===== config.mk =====
export PLATFORM = sky130hd
export DESIGN_NAME = fp_div_arbiter
export DESIGN_NICKNAME = d
export VERILOG_FILES = /design/src/rtl/fp_div_arbiter.sv
export SDC_FILE = /design/constraint.sdc
export NUM_CORES = 1
export LEC_CHECK = 0
export CORE_UTILIZATION = 42
export DETAILED_ROUTE_END_ITERATION = 8
export PLACE_DENSITY_LB_ADDON = 0.1
export SETUP_SLACK_MARGIN = 0.15
export SKIP_LAST_GASP = 1
export SLEW_MARGIN = 15
export SYNTH_ARGS = -nofsm -noshare
export SYNTH_HDL_FRONTEND = slang
export SYNTH_SLANG_ARGS = --single-unit

===== constraint.sdc =====
create_clock -name clk -period 5.2 [get_ports clk]
set_input_delay 0.52 -clock clk [delete_from_list [all_inputs] [get_ports clk]]
set_output_delay 0.52 -clock clk [all_outputs]
set_load 0.02 [all_outputs]

===== src/rtl/fp_div_arbiter.sv =====
// Round-robin arbiter sharing one multi-cycle bfloat16 divider among NREQ requesters.
// One division in flight at a time; a watchdog forces a qNaN result if the divider hangs.
module fp_div_arbiter #(
  parameter int NREQ    = 4,
  parameter int TIMEOUT = 64
) (
  input  logic                 clk,
  input  logic                 reset,
  input  logic [NREQ-1:0]      req_valid,
  output logic [NREQ-1:0]      req_ready,
  input  logic [16*NREQ-1:0]   req_opA,
  input  logic [16*NREQ-1:0]   req_opB,
  output logic [NREQ-1:0]      resp_valid,
  input  logic [NREQ-1:0]      resp_ready,
  output logic [15:0]          resp_quotient,
  output logic [2:0]           resp_flags,
  output logic                 resp_timeout,
  output logic                 div_start,
  output logic [15:0]          div_opA,
  output logic [15:0]          div_opB,
  input  logic [15:0]          div_quotient,
  input  logic                 div_underflow,
  input  logic                 div_overflow,
  input  logic                 div_inexact,
  input  logic                 div_valid,
  input  logic                 div_busy,
  output logic                 busy
);

  localparam int IW = (NREQ > 1) ? $clog2(NREQ) : 1;
  localparam int CW = $clog2(TIMEOUT);

  localparam logic [1:0] S_IDLE  = 2'd0;
  localparam logic [1:0] S_ISSUE = 2'd1;
  localparam logic [1:0] S_WAIT  = 2'd2;
  localparam logic [1:0] S_RESP  = 2'd3;

  localparam logic [15:0] QNAN = 16'h7FC0;

  logic [1:0]    state_q, state_d;
  logic [IW-1:0] ptr_q, ptr_d;
  logic [IW-1:0] grant_q, grant_d;
  logic [15:0]   opa_q, opa_d;
  logic [15:0]   opb_q, opb_d;
  logic [CW-1:0] cnt_q, cnt_d;
  logic [15:0]   quot_q, quot_d;
  logic [2:0]    flags_q, flags_d;
  logic          to_q, to_d;

  logic          win_found;
  logic [IW-1:0] win_idx;
  logic [IW-1:0] cand;

  // First asserted request at or after the pointer, wrapping.
  always_comb begin
    win_found = 1'b0;
    win_idx   = '0;
    cand      = '0;
    for (int k = 0; k < NREQ; k++) begin
      cand = IW'((int'(ptr_q) + k) % NREQ);
      if (!win_found && req_valid[cand]) begin
        win_found = 1'b1;
        win_idx   = cand;
      end
    end
  end

  always_comb begin
    state_d = state_q;
    ptr_d   = ptr_q;
    grant_d = grant_q;
    opa_d   = opa_q;
    opb_d   = opb_q;
    cnt_d   = cnt_q;
    quot_d  = quot_q;
    flags_d = flags_q;
    to_d    = to_q;
    case (state_q)
      S_IDLE: begin
        if (win_found) begin
          grant_d = win_idx;
          opa_d   = req_opA[16*int'(win_idx) +: 16];
          opb_d   = req_opB[16*int'(win_idx) +: 16];
          state_d = S_ISSUE;
        end
      end
      S_ISSUE: begin
        if (!div_busy) begin
          cnt_d   = '0;
          state_d = S_WAIT;
        end
      end
      S_WAIT: begin
        // A real result beats the watchdog when both land together.
        if (div_valid) begin
          quot_d  = div_quotient;
          flags_d = {div_underflow, div_overflow, div_inexact};
          to_d    = 1'b0;
          state_d = S_RESP;
        end else if (cnt_q == CW'(TIMEOUT - 1)) begin
          quot_d  = QNAN;
          flags_d = 3'b000;
          to_d    = 1'b1;
          state_d = S_RESP;
        end else begin
          cnt_d = cnt_q + CW'(1);
        end
      end
      S_RESP: begin
        if (resp_ready[grant_q]) begin
          ptr_d   = (grant_q == IW'(NREQ - 1)) ? '0 : grant_q + IW'(1);
          state_d = S_IDLE;
        end
      end
      default: state_d = S_IDLE;
    endcase
  end

  always_ff @(posedge clk or posedge reset) begin
    if (reset) begin
      state_q <= S_IDLE;
      ptr_q   <= '0;
      grant_q <= '0;
      opa_q   <= '0;
      opb_q   <= '0;
      cnt_q   <= '0;
      quot_q  <= '0;
      flags_q <= '0;
      to_q    <= 1'b0;
    end else begin
      state_q <= state_d;
      ptr_q   <= ptr_d;
      grant_q <= grant_d;
      opa_q   <= opa_d;
      opb_q   <= opb_d;
      cnt_q   <= cnt_d;
      quot_q  <= quot_d;
      flags_q <= flags_d;
      to_q    <= to_d;
    end
  end

  // Ready is masked while reset is held so every output reads zero.
  always_comb begin
    req_ready = '0;
    if (state_q == S_IDLE && win_found && !reset)
      req_ready[win_idx] = 1'b1;
  end

  always_comb begin
    resp_valid = '0;
    if (state_q == S_RESP)
      resp_valid[grant_q] = 1'b1;
  end

  assign div_start     = (state_q == S_ISSUE) && !div_busy;
  assign div_opA       = opa_q;
  assign div_opB       = opb_q;
  assign resp_quotient = quot_q;
  assign resp_flags    = flags_q;
  assign resp_timeout  = to_q;
  assign busy          = (state_q != S_IDLE);

endmodule


After elaboration in Yosys (flattened, before gate mapping):

Cells that the tools add are included.
W data, S select, Z words.

* bits in registers: 64
* bits of input ports: 159
* output and inout bits: 62
* logic and storage cells: 98

* $add $sub $neg: 5
* $lt $le $gt $ge: 8
* equality and inequality tests: 11
* shift-type cells: 2
* mux-type cells: 41
* reductions and logical operators: 22

Operators with widths (number)
* $shiftx A64 B7 Y16: 2
* $mux W16: 2
* $mux W2: 10
* $lt A2 B3 Y1 const B: 6
* $mux W6: 3
* $mux W1: 13
* $pmux W6 S2: 1
* $bmux W1 S2: 5
* $ne A2 B2 Y1 const B: 5
* $logic_and A1 B1 Y1: 8
* $mux W4: 2
* $pmux W2 S4: 1
* $reduce_and A4 Y1: 2
* $add A6 B1 Y6 const B: 1
* $eq A2 B2 Y1 const B: 3
* $eq A6 B6 Y1 const B: 1
* $mux W3: 2
* $reduce_and A2 Y1: 3
* $reduce_bool A2 Y1: 3
* $logic_not A1 Y1: 5
* $add A2 B1 Y2 const B: 2
* $add A2 B2 Y2 const B: 2
* $demux W1 S2: 2
* $ge A2 B1 Y1 const B: 2
* 3 further kinds: 3

Logic depth before layout (Yosys ltp):

* depth after elaboration: 17
* gate-level depth with buffers: 9
* depth with buffers taken out: 7

Worst setup path before layout:

No wires, ideal clock.

* path kind: input to output
* from: input port reset
* to: output port req_ready[0]
* arrival time: 2.340 ns
* required time: 4.680 ns
* path slack: 2.340 ns
* cell stages on the path: 2
* buffers on the path: 0
* cell sequence: inv_1 -> and3_1

* longest elaborated chain between the ends: 3

Ends and longest elaborated chain
* start: declaration: RTL line 8 `input logic reset,`
* $logic_not A1 Y1: RTL line 146 `if (state_q == S_IDLE && win_found && !reset)`
* $logic_and A1 B1 Y1: RTL line 146
* $mux W4: RTL line 146
* end: declaration: RTL line 10 `output logic [NREQ-1:0] req_ready,`

Every way passes these cells.

Worst setup path after layout:

* from: input port req_valid[3]
* to: output port req_ready[3]

* longest elaborated chain between the ends: 17
* elaborated cells on any way between the ends: 30
* classes of those cells: order compare: 2; mux: 19; reduce/logical: 9

Ends and longest elaborated chain
* start: declaration: RTL line 9 `input logic [NREQ-1:0] req_valid,`
* $bmux W1 S2: RTL line 61 `if (!win_found && req_valid[cand]) begin`
* $mux W1 (not written as such): RTL line 61
* $mux W1: RTL line 61
* $logic_not A1 Y1: RTL line 61
* $logic_and A1 B1 Y1: RTL line 61
* $mux W1: RTL line 61
* $logic_not A1 Y1: RTL line 61
* $logic_and A1 B1 Y1: RTL line 61
* $mux W1: RTL line 61
* $logic_not A1 Y1: RTL line 61
* $logic_and A1 B1 Y1: RTL line 61
* $mux W2: RTL line 61
* $lt A2 B3 Y1 (not written as such) / $ge A2 B1 Y1 (equally long branches): RTL line 147 `req_ready[win_idx] = 1'b1;`
* $logic_and A1 B1 Y1 (not written as such): RTL line 147
* $mux W1 (not written as such): RTL line 147
* $demux W1 S2: RTL line 147
* $mux W4 *: RTL line 146

Mark *: on every way between the ends. The rest lies on a longest branch, timed or not. The select of a mux whose other input is x is not followed.

==> metrics.md <==
| Metric | Value |
|---|---|
| Vias in the first global route | `4163` |
| Violated checks | `design-rule violations` |
| Final Critical Period | `3.352 ns` |
| Final Hold Viols | `0` |
| Post-CTS sizing | `0` |
| Clk slew on worst S/H paths | `0.07 ns` |
| Initial antenna violation count | `0` |
| Antenna cells | `0` |
| Crit-path leading delay family | `buffers and inverters` |
| Global-route wire length before repair | `21.59 mm` |
| Most used DFF post-synth | `dfrtp_1` |
| Reg2reg setup slack | `2.89 ns` |
| Non-filler instance count after layout | `704` |
| Gr usage total | `28.78%` |
| Clock sinks | `64` |
| DRC Markers | `36` |
| WHS | `0.4868 ns` |
| Ys Warns | `0` |
| Total gr overflow | `0` |
| Critical path arrival | `2.83 ns` |
| H-tree levels | `3` |
| Die Width | `97.82 um` |
| Largest cells by area after synthesis | `dfrtp_1 42%, mux2i_1 8.3%, a221oi_1 7.3%, o22ai_1 5.4%, nor2_1 4.4%` |
| Post-synthesis net count | `554` |
| Design Area, Final | `6289 sq um` |
| Power per standard cell area | `526.0 nW/um^2` |
| Initial DRC Count | `189` |
| Vias per cell | `5.705` |
| DPL Wire Length | `10.13 mm` |
| Most used cell, CP | `clkdlybuf4s50_1` |
| Slowest CP cell | `clkdlybuf4s50_1` |
| Number of synthesized register bits | `64` |
| Pre-Repair DR Iteration Count | `7` |
| Hold_buf cts | `0` |
| EDFF count, synth | `0` |
| RSZ-0062 raised after global routing | `no` |
| Worst-Skew Late Latency | `0.34 ns` |
| Status | `complete, but fails checks` |
| Worst slew margin | `37.53%` |
| Nets | `760` |
| CTS tree | `done` |
| Die ar. | `9569 sq um` |
| Share of the synthesized area in the top cell type | `41.53%` |
| Routed WL | `13.65 mm` |
| RePlAce Congestion | `0.8193` |
| VDD IR max | `0.0003255 V` |
| Hold worst-path end | `resp_quotient[9]$_DFFE_PP0P_` |
| Slew at the pin with the worst max-slew slack | `0.9371 ns` |
| Synth unique cells | `52` |
| Mapped Cells | `385` |
| Min setup slack post-route | `1.848 ns` |
| Cell taking the most area after synthesis | `dfrtp_1` |
| Worst Hold Launch | `resp_quotient[9]$_DFFE_PP0P_` |
| Core Region | `8806 sq um` |
| Placed insts | `688` |
| Asr flop ratio synth | `100.0%` |
| Worst-path maximum fanout | `34` |
| Share of post-route cells with drive strength above 1 | `7.047%` |
| Syn-to-layout area delta | `63.08%` |
| Initial Utilization | `43.79%` |
| MaxCap Viol Count | `0` |
| Critical Path Source Type | `primary input` |
| Max clock buf depth | `2` |
| Reg-to-Reg Start | `ptr_q[0]$_DFFE_PP0P_` |
| CTS buffer count | `9` |
| Cell Rows | `34` |
| Crit path capture type | `output port` |
| I/O pin count | `221` |
| CP Launch Point | `req_valid[3]` |
| Routed via count | `4016` |
| Cells on worst reg2reg path | `6` |
| Final clock skew | `0.01240 ns` |
| DP Area | `6045 sq um` |
| Pin count of the biggest net entering global routing | `38` |
| Crit path buf inv count | `2` |
| Final Slew Violations | `0` |
| Synthesized area | `3856 sq um` |
| Worst Path Required | `4.68 ns` |
| Setup TNS | `0 ns` |
| Pre-CTS setup slack | `1.848 ns` |
| Fin crit share | `64.46%` |
| Die height | `97.82 um` |
| Final ANT Viol Nets | `0` |
| Postcts setup bufs | `0` |
| Most common cell after layout, fill and taps aside | `clkdlybuf4s50_1` |
| I/O Buffers | `220` |
| WL per Instance | `19.39 um` |
| Fmax | `0.2983 GHz` |
| Static Leakage | `0.002566 uW` |
| Seq/Total Area, Yosys | `41.53%` |
| Crit path kind | `in2out` |
| Setup violators final | `0` |
| RR Endpoint | `div_opA[9]$_DFFE_PP0P_` |
| Root Buffer | `clkbuf_8` |
| CP cell instances | `clkdlybuf4s50_1, nor4_4, nor2_4, and3_1, clkdlybuf4s50_1` |
| Synth Area per Inst | `10.02 sq um` |
| Worst hold path stage count | `1` |
| Most frequent cells in the layout | `220 x clkdlybuf4s50_1, 64 x dfrtp_1, 44 x nor2_1, 33 x o21ai_0, 33 x o22ai_1` |
| HP Class | `reg2reg` |
| Delay of the slowest critical-path stage | `0.79 ns` |
## area by class of cell
type                       count  area (sq um)
tap                          108         135.1
multi-input combinational    281          2027
clock inverter                 7         120.1
fill                         673          2517
clock buffer                   9         123.9
inverter                       9         33.78
sequential                    64          1602
timing repair buffer         226          2247
## cells by family (layout without fill, tap and decap cells)
kind of cell | Yosys count | count (layout) | synth area share [%]
mux | 35 | 35 | 9.474
simple gates | 91 | 91 | 11.91
flops | 64 | 64 | 41.53
compound gates | 142 | 142 | 26.83
fa+ha+maj | 10 | 10 | 3.245
buf+inv | 40 | 251 | 6.327
xor+xnor | 3 | 3 | 0.6815
## worst max-delay path by stage
| stage | endpoint | slack (ns) | depth (start not counted) |
|---|---|---|---|
| after global routing | req_ready[3] | 1.71 | 5 |
| after detailed placement | req_ready[0] | 1.85 | 5 |
| final | req_ready[3] | 1.85 | 5 |
| after global placement | req_ready[3] | 1.89 | 5 |
| after floorplan | req_ready[0] | 2.34 | 2 |
| after CTS | req_ready[0] | 1.84 | 5 |
## state kept, by name, summed over array words and instances (netlist names)
name	flops
cnt_q	6
div_opA	16
div_opB	16
grant_q	2
ptr_q	2
resp_flags	3
resp_quotient	16
resp_timeout	1
state_q	2
## report_power, final
part           internal [uW]  total, uW  leakage [uW]  switching, uW
Sequential               720        913      0.000732            193
Combinational            879       1870       0.00171            996
Clock                    319        521      0.000119            202
Total                   1920       3310       0.00257           1390
## synthesized netlist by cell type, types with 5 or more instances
cell / number
nor2_1: 45
nor3_1: 5
a22o_1: 10
and2_1: 6
nand2_1: 12
clkbuf_1: 10
o21ai_0: 33
dfrtp_1: 64
o21ai_1: 6
inv_1: 7
o22a_1: 10
ha_1: 10
mux2i_1: 32
o22ai_1: 33
a221oi_1: 32
buf_2: 12
## metal layers
| metal | track usage (%) | up-vias | share of wire (%) |
|---|---|---|---|
| met4 | 9.207 | 0 | 1.6 |
| met2 | 50.76 | 187 | 50 |
| li1 | - | 1871 | - |
| met1 | 34.37 | 1942 | 40 |
| met5 | 0 | - | 0 |
| met3 | 7.015 | 16 | 7.5 |
## stage by stage
stage	utilization, %	power (uW)
after floorplan	-	2057
after global placement	68.64	2728
after detailed placement	68.64	2788
after CTS	71.41	3323
after global routing	71.41	3518
final	71.41	3307
Note: power is estimated with default switching activity, not from simulation.
